File: src/rtl/err_inj_ctrl.sv
// rtl/err_inj_ctrl.sv - frame error-injection controller (one-shot / periodic parity and framing errors)
module err_inj_ctrl #(
   parameter int CNT_W = 8
) (
   input  logic             clk,
   input  logic             rst_n,
   input  logic             cfg_we,
   input  logic [1:0]       cfg_mode,
   input  logic [1:0]       cfg_sel,
   input  logic [CNT_W-1:0] cfg_period,
   input  logic             frame_start,
   input  logic             frame_done,
   input  logic             clr_cnt,
   output logic             gen_par_err,
   output logic             gen_frt_err,
   output logic             busy,
   output logic [CNT_W-1:0] inj_cnt
);

   typedef enum logic [1:0] {IDLE, ARMED, INJECT} state_t;

   localparam logic [1:0]       MODE_ONE = 2'b01;
   localparam logic [1:0]       MODE_PER = 2'b10;
   localparam logic [CNT_W-1:0] CNT_ONE  = {{(CNT_W-1){1'b0}}, 1'b1};
   localparam logic [CNT_W-1:0] CNT_MAX  = {CNT_W{1'b1}};

   state_t           state_q, state_d;
   logic [1:0]       mode_q, sel_q;
   logic [CNT_W-1:0] period_q;
   logic [CNT_W-1:0] fcnt_q, fcnt_d;
   logic [CNT_W-1:0] inj_cnt_q;
   logic             par_q, par_d, frt_q, frt_d;
   logic             inc;
   logic [CNT_W-1:0] eff_period;
   logic             last_frame;

   // A programmed period of 0 behaves exactly like a period of 1.
   assign eff_period = (period_q == '0) ? CNT_ONE : period_q;
   assign last_frame = (fcnt_q == eff_period - CNT_ONE);

   always_comb begin
      state_d = state_q;
      fcnt_d  = fcnt_q;
      par_d   = par_q;
      frt_d   = frt_q;
      inc     = 1'b0;
      if (cfg_we) begin
         fcnt_d  = '0;
         par_d   = 1'b0;
         frt_d   = 1'b0;
         state_d = (cfg_mode == MODE_ONE || cfg_mode == MODE_PER) ? ARMED : IDLE;
      end else begin
         case (state_q)
            ARMED: begin
               if (frame_start) begin
                  if (mode_q == MODE_PER && !last_frame) begin
                     fcnt_d = fcnt_q + CNT_ONE;
                  end else begin
                     fcnt_d  = '0;
                     par_d   = sel_q[0];
                     frt_d   = sel_q[1];
                     state_d = INJECT;
                  end
               end
            end
            INJECT: begin
               // A frame_start on the closing edge is dropped; the next one is the candidate.
               if (frame_done) begin
                  par_d   = 1'b0;
                  frt_d   = 1'b0;
                  inc     = 1'b1;
                  state_d = (mode_q == MODE_PER) ? ARMED : IDLE;
               end
            end
            default: begin
               par_d = 1'b0;
               frt_d = 1'b0;
            end
         endcase
      end
   end

   always_ff @(posedge clk or negedge rst_n) begin
      if (!rst_n) begin
         state_q   <= IDLE;
         mode_q    <= 2'b00;
         sel_q     <= 2'b00;
         period_q  <= '0;
         fcnt_q    <= '0;
         par_q     <= 1'b0;
         frt_q     <= 1'b0;
         inj_cnt_q <= '0;
      end else begin
         state_q <= state_d;
         fcnt_q  <= fcnt_d;
         par_q   <= par_d;
         frt_q   <= frt_d;
         if (cfg_we) begin
            mode_q   <= cfg_mode;
            sel_q    <= cfg_sel;
            period_q <= cfg_period;
         end
         if (clr_cnt) begin
            inj_cnt_q <= inc ? CNT_ONE : '0;
         end else if (inc && inj_cnt_q != CNT_MAX) begin
            inj_cnt_q <= inj_cnt_q + CNT_ONE;
         end
      end
   end

   assign gen_par_err = par_q;
   assign gen_frt_err = frt_q;
   assign busy        = (state_q == INJECT);
   assign inj_cnt     = inj_cnt_q;

endmodule

File: config.mk
export PLATFORM = sky130hd
export DESIGN_NAME = err_inj_ctrl
export DESIGN_NICKNAME = d
export VERILOG_FILES = /design/src/rtl/err_inj_ctrl.sv
export SDC_FILE = /design/constraint.sdc
export NUM_CORES = 1
export LEC_CHECK = 0
export BUFFER_PORTS_ARGS = -buffer_cell sky130_fd_sc_hd__buf_4
export CAP_MARGIN = 20
export CORE_MARGIN = 1.5
export CORE_UTILIZATION = 54
export DETAILED_ROUTE_END_ITERATION = 6
export PLACE_DENSITY = 0.77
export SLEW_MARGIN = 20
export SYNTH_ARGS = -nofsm -noshare
export SYNTH_HDL_FRONTEND = slang
export SYNTH_SLANG_ARGS = --single-unit
export TNS_END_PERCENT = 50
File: constraint.sdc
create_clock -name clk -period 3.8 [get_ports clk]
set_input_delay 0.38 -clock clk [delete_from_list [all_inputs] [get_ports clk]]
set_output_delay 0.38 -clock clk [all_outputs]
set_load 0.03 [all_outputs]
==> results of run 1 <==
## cell type report
cell class                 count  area share, %
sequential                    32           37.2
clock buffer                   8           2.73
timing repair buffer          30           10.6
inverter                       5          0.872
tap                           46           2.67
multi-input combinational    149           46.0
## cell families (layout without fill, tap and decap cells)
group	after synthesis	after routing	synth area share [%]
AOI/OAI and AO/OA	48	48	18.1
xor gates and xnor gates	12	12	5.69
adders and majority gates	3	3	2.03
buffers and inverters	15	43	3.11
DFF	32	32	43.3
muxes	9	9	5.42
and+or+nand+nor	77	77	22.3
## routing by layer
layer | up-vias | global-route usage [%] | part of all wire (%)
li1 | 776 | - | -
met1 | 773 | 31.2 | 43
met2 | 40 | 41.5 | 50
met3 | 9 | 7.56 | 4.3
met4 | 0 | 11.2 | 3.0
met5 | - | 0 | 0
## cells in the final DEF, fill, tap and decap left out, types with 4 or more instances in the layout
master and instances:
nand3_1 6, clkbuf_4 5, a21oi_1 12, o21ai_0 9, a211oi_1 4, nand2_1 19
a211o_1 4, nor2_1 14, xor2_1 7, mux2_2 8, dfrtp_1 32, xnor2_1 5
buf_4 29, nor3_1 6, inv_1 5, nand2b_1 4, nor2b_1 5, or3_1 4
## worst max-delay path: stages (launching register included)
cell and delay (ns):
dfrtp_1 0.46, nor4_1 0.45, a21oi_1 0.13, ha_1 0.29
o21ba_2 0.21, a221oi_1 0.30, o221ai_1 0.20, a211oi_1 0.23
buf_4 0.21, nand2b_1 0.18, a32o_1 0.17
## what timing repair did
item,4_1_cts,5_1_grt
endpoints found under the hold margin,32,0
gates resized for setup,0,0
hold buffers,1,0
buffers inserted,0,0
## power groups by stage
stage / clock (W) / combinational [W] / sequential, W
after floorplan: 0 / 0.0000777 / 0.000379
after global placement: 0 / 0.000108 / 0.000386
after detailed placement: 0 / 0.000112 / 0.000387
after CTS: 0.000213 / 0.000114 / 0.000380
after global routing: 0.000229 / 0.000127 / 0.000384
final: 0.000210 / 0.000113 / 0.000381
## state kept, by name (all words and copies together) (netlist names)
| signal | flops |
|---|---|
| inj_cnt | 8 |
| state_q | 2 |
| mode_q | 2 |
| gen_frt_err | 1 |
| fcnt_q | 8 |
| gen_par_err | 1 |
| sel_q | 2 |
| period_q | 8 |
## worst max-delay path by stage
stage,startpoint,endpoint,cells past startpoint
2_1_floorplan,period_q[2],fcnt_q[6],10
3_5_place_dp,period_q[2],gen_par_err,10
5_1_grt,period_q[2],state_q[0],10
6_report,period_q[2],gen_frt_err,10
3_3_place_gp,period_q[2],state_q[0],10
4_1_cts,period_q[2],gen_frt_err,10
## metrics by stage
| stage | setup WS [ns] | utilization [%] | instance area, sq um |
|---|---|---|---|
| floorplan | 1.18 | - | 1850 |
| global placement | 1.02 | 63.0 | 2080 |
| detailed placement | 0.916 | 63.0 | 2080 |
| CTS | 0.893 | 65.0 | 2150 |
| global route | 0.588 | 65.0 | 2150 |
| finish | 0.896 | 65.0 | 2150 |
==> qor.txt, run 1 <==
outcome: finished, final reports clean
WL/cell: 15.5 um
layout net count: 244
R2R cell count: 10
via count of the first global-routing pass: 1494
initial antenna violation count: 0
Synth Register Bits: 32
grt ovf: 0
Avg Cell Area, Syn: 9.43 sq um
clk buf depth: 2
drt initial violations: 135
WHS Path Cells: 3
Rows: 21
Multi-input gate area: 990 sq um
Mapped Area: 1850 sq um
CTS tree: done
htree depth: 2
Final setup viols: 0
Rel. slew slack: 58.9%
WHS: 0.246 ns
CP Max Fanout: 12
Die ar.: 3780 sq um
die height: 61.5 um
Fin. Hold Viols: 0
Overall Global Routing Usage: 25.5%
Setup TNS Final: 0 ns
net switching fraction of the power: 29.0%
synth warn: 0
number of diodes: 0
Placed Cells: 261
predominant post-synthesis flop cell: dfrtp_1
largest net degree at the start of global routing: 33
top-area cell type share of the netlist area: 43.3%
I/O Buffers: 28
Final Wtd Congestion: 0.970
clock slew at reported path FFs: 0.10 ns
Peak Freq: 344 MHz
kind of critical path: reg2reg
drt drc: 0
Clk pwr share: 29.8%
Area Growth Syn to Fin: 16.5%
Max Transition Viols Final: 0
post-synthesis cell count: 196
Startpoint Class: flop
first-pass GRT wire length: 6960 um
DP Wirelength: 2980 um
vias per inst: 5.92
pwr/cell area: 327 nW/um^2
syn_nets: 217
I/O pin count: 29
crit path DAT: 3.17 ns
share of cells above drive strength 1: 21.0%
P_int: 0.000500 W
via count: 1598
initial core utilization: 55.8%
worst clock skew: 0.0109 ns
Final min period: 2.90 ns
# clock sinks: 32
Synth area leaders: dfrtp_1 43%, mux2_2 4.9%, nand2_1 3.9%, xor2_1 3.3%, a21oi_1 3.2%
unique cell type count in the Yosys netlist: 45
R2R setup slack: 0.90 ns
Seq/Total Area, Yosys: 43.3%
Die Span X: 61.5 um
reg2reg end: gen_frt_err
r2r startpoint: period_q[2]
WL final: 4200 um
Worst Tran Pin Value: 0.608 ns
overall power: 0.000704 W
sw power: 0.000204 W
Critical Path RT: 4.07 ns
Post-Layout Cell Count: 270
Tcrit/Tclk final: 76.4%
Hold Crit Start: cfg_period[0]
Leak Pwr: 0.904 nW
Seq pwr share: 54.1%
total CTS buffers: 5
min-delay worst type: in2reg
CTS root buf: clkbuf_4
MaxCap Viol Count: 0
most instantiated library cell after synthesis: dfrtp_1
core area: 3310 sq um
crit path capture type: flop
most frequent cells after synthesis: 32 x dfrtp_1, 19 x nand2_1, 14 x nor2_1
Detail Route Antenna Nets: 0
Hold Path Sink: period_q[0]
EDFF count, synth: 0
first drt pass iteration count: 4
Async SR Flop Fraction: 100%
register area: 801 sq um
post-synth top area cell: dfrtp_1
worst vdd ir: 0.000225 V
# fillers: 299
RSZ-0062 raised after global routing: false
later-pin clock latency in the skew report: 0.34 ns
combinational share of power: 16.1%
(Power assumes the default switching activity.)
==> run 2, diff against run 1 <==
- clock period: 3.8 -> 2.8 ns (I/O delays scaled with it)
==> run 2 against run 1 <==
  * Clock skew grew 0.0067 ns
  * Worst setup slack lost 0.73 ns
  * Critical path depth shrank 2
  * Global-route usage shrank 0.94 points
  * Non-clock buffer count grew 5
  * Flip-flop and latch count is the same
  * First-iteration DRC count grew 6.7%
  * Hold slack lost 0.093 ns
  * Clock power grew 34%
==> qor.txt, run 2 (same netlist as run 1, synthesis figures left out) <==
outcome: finished, final reports clean (unchanged)
Final min period: 2.63 ns (was 2.90 ns)
CP Max Fanout: 7 (was 12)
P_int: 0.000686 W (was 0.000500 W)
Overall Global Routing Usage: 24.5% (was 25.5%)
die height: 61.5 um (unchanged)
Critical Path RT: 3.06 ns (was 4.07 ns)
Seq pwr share: 52.8% (was 54.1%)
critical path, cell by cell: buf_4, or4_4, o311a_1, o21ai_1, a211oi_2, buf_4, or4_1, a21oi_1 (was nor4_1, a21oi_1, ha_1, o21ba_2, a221oi_1, o221ai_1, a211oi_1, buf_4, nand2b_1, a32o_1)
layout net count: 249 (was 244)
DP Wirelength: 2970 um (was 2980 um)
Crit path largest cell delay: 0.56 ns (was 0.46 ns)
WL/cell: 15.5 um (about the same)
share of cells above drive strength 1: 24.5% (was 21.0%)
commonest non-fill, non-tap cell in the layout: buf_4 (was dfrtp_1)
worst clock skew: 0.0176 ns (was 0.0109 ns)
most frequent cells in the layout: 33 x buf_4, 32 x dfrtp_1, 19 x nand2_1 (was 32 x dfrtp_1, 29 x buf_4, 19 x nand2_1)
combinational share of power: 18.1% (was 16.1%)
# fillers: 304 (was 299)
CTS root buf: clkbuf_4 (unchanged)
CTS tree: done (unchanged)
first-pass GRT wire length: 6780 um (was 6960 um)
Fin. Hold Viols: 0 (unchanged)
clk buf depth: 2 (unchanged)
Rows: 21 (unchanged)
grt ovf: 0 (unchanged)
R2R cell count: 8 (was 10)
drt drc: 0 (unchanged)
Startpoint Class: flop (unchanged)
later-pin clock latency in the skew report: 0.34 ns (about the same)
pwr/cell area: 437 nW/um^2 (was 327 nW/um^2)
crit path capture type: flop (unchanged)
Worst Tran Pin Value: 0.595 ns (was 0.608 ns)
r2r startpoint: period_q[2] (unchanged)
vias per inst: 6.02 (was 5.92)
min-delay worst type: in2reg (unchanged)
overall power: 0.000968 W (was 0.000704 W)
crit-path most repeated cell: buf_4
MaxCap Viol Count: 0 (unchanged)
# clock sinks: 32 (unchanged)
via count: 1655 (was 1598)
CP Launch Point: period_q[2] (unchanged)
Die Span X: 61.5 um (unchanged)
initial antenna violation count: 0 (unchanged)
Area Growth Syn to Fin: 19.7% (was 16.5%)
critical path's top delay family: simple AND/OR/NAND/NOR gates (was compound AO/OA/AOI/OAI gates)
Tcrit/Tclk final: 94.1% (was 76.4%)
WL final: 4270 um (was 4200 um)
I/O pin count: 29 (unchanged)
total CTS buffers: 5 (unchanged)
Final Wtd Congestion: 0.855 (was 0.970)
Detail Route Antenna Nets: 0 (unchanged)
WP depth: 8 (was 10)
Final setup viols: 0 (unchanged)
CP max-delay cell: or4_4 (was dfrtp_1)
clock slew at reported path FFs: 0.10 ns (about the same)
via count of the first global-routing pass: 1560 (was 1494)
post-CTS setup buffer count: 0 (unchanged)
largest net degree at the start of global routing: 33 (unchanged)
R2R setup slack: 0.17 ns (was 0.90 ns)
sw power: 0.000281 W (was 0.000204 W)
kind of critical path: reg2reg (unchanged)
Die ar.: 3780 sq um (unchanged)
I/O Buffers: 28 (unchanged)
Rel. slew slack: 59.8% (was 58.9%)
Max Transition Viols Final: 0 (unchanged)
Peak Freq: 380 MHz (was 344 MHz)
initial core utilization: 55.8% (unchanged)
core area: 3310 sq um (unchanged)
Leak Pwr: 0.932 nW (was 0.904 nW)
number of diodes: 0 (unchanged)
drt initial violations: 144 (was 135)
net switching fraction of the power: 29.1% (was 29.0%)
Clk pwr share: 29.2% (was 29.8%)
crit path capture: fcnt_q[0] (was gen_frt_err)
htree depth: 2 (unchanged)
crit path DAT: 2.89 ns (was 3.17 ns)
reg2reg end: fcnt_q[0] (was gen_frt_err)
first drt pass iteration count: 4 (unchanged)
worst path buffer plus inverter count: 2 (was 1)
Final Util: 66.8% (was 65.0%)
worst vdd ir: 0.000283 V (was 0.000225 V)
run 2: per-stage QoR:
step           hold slack, ns  setup TNS [ns]  cell area, sq um  worst slack (ns)  instances
2_1_floorplan         -0.0156               0              1850             0.180        196
3_3_place_gp            0.241               0              2110             0.164        265
3_5_place_dp            0.250               0              2110            0.0784        265
4_1_cts                 0.141               0              2180            0.0486        274
5_1_grt                 0.140        -0.00859              2210          -0.00859        275
6_report                0.153               0              2210             0.166        275
run 2: cell type report:
| class | count | area [sq um] | share of cell area, % |
|---|---|---|---|
| Sequential cell | 32 | 801 | 36.2 |
| Tap cell | 46 | 57.6 | 2.60 |
| Timing Repair Buffer | 35 | 263 | 11.9 |
| Inverter | 5 | 18.8 | 0.848 |
| Clock buffer | 8 | 58.8 | 2.66 |
| Multi-Input combinational cell | 149 | 1010 | 45.8 |
run 2: how the worst min path moves through the flow:
stage	start	end	slack, ns	cells past startpoint
5_1_grt	cfg_sel[0]	sel_q[0]	0.14	2
3_3_place_gp	rst_n	period_q[3]	0.24	1
3_5_place_dp	rst_n	period_q[5]	0.25	1
4_1_cts	cfg_sel[1]	sel_q[1]	0.14	2
6_report	cfg_sel[1]	sel_q[1]	0.15	2
2_1_floorplan	rst_n	fcnt_q[0]	-0.02	0
run 2: what timing repair did:
| item | in CTS | in global routing |
|---|---|---|
| hold buffers | 1 | 0 |
| endpoints found under the hold margin | 32 | 0 |
| endpoints found under the setup margin | 0 | 12 |
| resized for setup | 0 | 5 |
run 2: power groups by stage:
stage	combinational, W	sequential, W	clock [W]
2_1_floorplan	0.000105	0.000514	0
3_3_place_gp	0.000162	0.000516	0
3_5_place_dp	0.000168	0.000518	0
4_1_cts	0.000169	0.000509	0.000285
5_1_grt	0.000192	0.000514	0.000306
6_report	0.000175	0.000511	0.000282
run 2: layer usage:
layer / GRT usage [%] / up-vias / share of wire [%]
met1: 28.5 / 806 / 41
met3: 7.77 / 6 / 4.7
li1: - / 783 / -
met4: 11.6 / 0 / 1.1
met2: 41.1 / 60 / 53
met5: 0 / - / 0
==> run 3, diff against run 2 <==
- MAX_ROUTING_LAYER: default -> met4
- clock period: 2.8 -> 2.7 ns (I/O delays scaled with it)
==> run 3 against run 2 <==
  * Via count grew 0.42%
  * Critical endpoint is now fcnt_q[5]
  * Worst setup slack lost 0.065 ns
  * Fmax grew 1.3%
  * Critical path depth rose by 3
  * Largest cell class unchanged
  * Critical path type unchanged
  * Non-clock buffer count is 3 higher
==> qor.txt, run 3 (same netlist as run 1, synthesis figures left out) <==
Worst Tran Pin Value: 0.590 ns (was 0.595 ns)
drt drc: 0 (unchanged)
drt initial violations: 114 (was 144)
outcome: finished, final reports clean (unchanged)
WL/cell: 14.7 um (was 15.5 um)
Final Wtd Congestion: 0.807 (was 0.855)
I/O pin count: 29 (unchanged)
top routing layer in use: met4 (unchanged)
layout net count: 252 (was 249)
Startpoint Class: flop (unchanged)
first-pass GRT wire length: 6570 um (was 6780 um)
die height: 61.5 um (unchanged)
Die ar.: 3780 sq um (unchanged)
WHS Path Cells: 3 (was 2)
Placed Cells: 267 (was 265)
share of cells above drive strength 1: 26.4% (was 24.5%)
Post-Layout Cell Count: 277 (was 275)
Hold Path Sink: period_q[1] (was sel_q[1])
r2r startpoint: period_q[2] (unchanged)
initial antenna violation count: 0 (unchanged)
Final setup viols: 0 (unchanged)
Fin. Hold Viols: 0 (unchanged)
Max Transition Viols Final: 0 (unchanged)
pwr/cell area: 432 nW/um^2 (was 437 nW/um^2)
Overall Global Routing Usage: 24.4% (was 24.5%)
Tcrit/Tclk final: 96.3% (was 94.1%)
via count: 1662 (was 1655)
clock slew at reported path FFs: 0.10 ns (about the same)
largest net degree at the start of global routing: 33 (unchanged)
Rel. slew slack: 60.1% (was 59.8%)
worst vdd ir: 0.000262 V (was 0.000283 V)
kind of critical path: reg2reg (unchanged)
via count of the first global-routing pass: 1531 (was 1560)
Hold Crit Start: cfg_period[1] (was cfg_sel[1])
CP Max Fanout: 9 (was 7)
Die Span X: 61.5 um (unchanged)
htree depth: 2 (unchanged)
I/O Buffers: 28 (unchanged)
crit path DAT: 2.81 ns (was 2.89 ns)
DP Wirelength: 2870 um (was 2970 um)
crit path capture type: flop (unchanged)
Leak Pwr: 0.942 nW (was 0.932 nW)
# fillers: 288 (was 304)
initial core utilization: 55.8% (unchanged)
overall power: 0.000967 W (was 0.000968 W)
grt ovf: 0 (unchanged)
reg2reg end: fcnt_q[5] (was fcnt_q[0])
R2R cell count: 11 (was 8)
clk buf depth: 2 (unchanged)
Final Util: 67.6% (was 66.8%)
CTS root buf: clkbuf_4 (unchanged)
commonest non-fill, non-tap cell in the layout: buf_4 (unchanged)
Rows: 21 (unchanged)
R2R setup slack: 0.10 ns (was 0.17 ns)
cell area after layout: 2240 sq um (was 2210 sq um)
Area Growth Syn to Fin: 21.1% (was 19.7%)
Routed met1 length: 1820 um (was 1760 um)
Post-DP Area: 2130 sq um (was 2110 sq um)
Detail Route Antenna Nets: 0 (unchanged)
total CTS buffers: 5 (unchanged)
met3 WL post-DR: 141 um (was 202 um)
worst clock skew: 0.0159 ns (was 0.0176 ns)
# clock sinks: 32 (unchanged)
CTS tree: done (unchanged)
WL final: 4080 um (was 4270 um)
routed wl met2: 2040 um (was 2260 um)
most frequent cells in the layout: 37 x buf_4, 32 x dfrtp_1, 19 x nand2_1 (was 33 x buf_4, 32 x dfrtp_1, 19 x nand2_1)
vias per inst: 6.00 (was 6.02)
Final min period: 2.60 ns (was 2.63 ns)
number of diodes: 0 (unchanged)
core area: 3310 sq um (unchanged)
MaxCap Viol Count: 0 (unchanged)
min-delay worst type: in2reg (unchanged)
later-pin clock latency in the skew report: 0.34 ns (about the same)
Peak Freq: 385 MHz (was 380 MHz)
Critical Path RT: 2.91 ns (was 3.06 ns)
first drt pass iteration count: 4 (unchanged)
[run 3: cell types whose count changed in the layout (fill, tap and decap cells not counted), sizes merged]
cell    change
clkinv      +1
buf         +3
clkbuf      -2
[run 3: repair_timing]
item                       in CTS  in global routing
pin swaps                       0                  1
hold endpoints to repair       32                  0
setup buffers                   0                  2
setup endpoints to repair       3                 12
resized for setup               1                  6
hold buffers                    1                  0
cloned                          0                  0
[run 3: metrics by stage]
step	hold slack (ns)	TNS, ns	setup WS [ns]
after floorplan	-0.0256	0	0.0804
after detailed placement	0.235	-0.0186	-0.0114
after global routing	0.132	-0.00192	-0.00192
after global placement	0.226	0	0.0774
final	0.138	0	0.100
after CTS	0.142	0	0.00540
[run 3: final cells by class]
type / count / area, sq um / area share, %
Timing Repair Buffer: 38 / 288 / 12.9
Inverter: 5 / 18.8 / 0.838
Tap cell: 46 / 57.6 / 2.57
Sequential cell: 32 / 801 / 35.8
Clock buffer: 6 / 41.3 / 1.84
Multi-Input combinational cell: 149 / 1030 / 45.9
Clock inverter: 1 / 5.00 / 0.224
[run 3: worst max-delay path, stage by stage, from the launching register on]
cell	delay (ns)
dfrtp_1	0.42
nor4_4	0.30
a21oi_1	0.13
ha_2	0.24
o21ba_2	0.20
a221oi_1	0.34
o221ai_2	0.17
a211oi_2	0.21
buf_4	0.18
buf_4	0.12
a211o_1	0.10
a21oi_1	0.06
[run 3: power by group]
part | switching (W) | internal (W)
Combinational | 0.000103 | 0.0000858
Clock | 0.000155 | 0.0000957
Sequential | 0.0000259 | 0.000502
Total | 0.000284 | 0.000684
[run 3: per-layer routing]
metal	track usage, %	vias to the layer above
met2	37.6	39
met3	5.88	8
met1	31.5	822
met5	-	-
met4	8.81	0
li1	-	793
[run 3: how the worst max path moves through the flow]
stage                      from  slack, ns          end
global placement    period_q[2]       0.08  gen_par_err
global route        period_q[2]     -0.002  gen_par_err
detailed placement  period_q[2]      -0.01  gen_par_err
floorplan           period_q[2]       0.08    fcnt_q[6]
CTS                 period_q[2]      0.005  gen_par_err
finish              period_q[2]       0.10    fcnt_q[5]
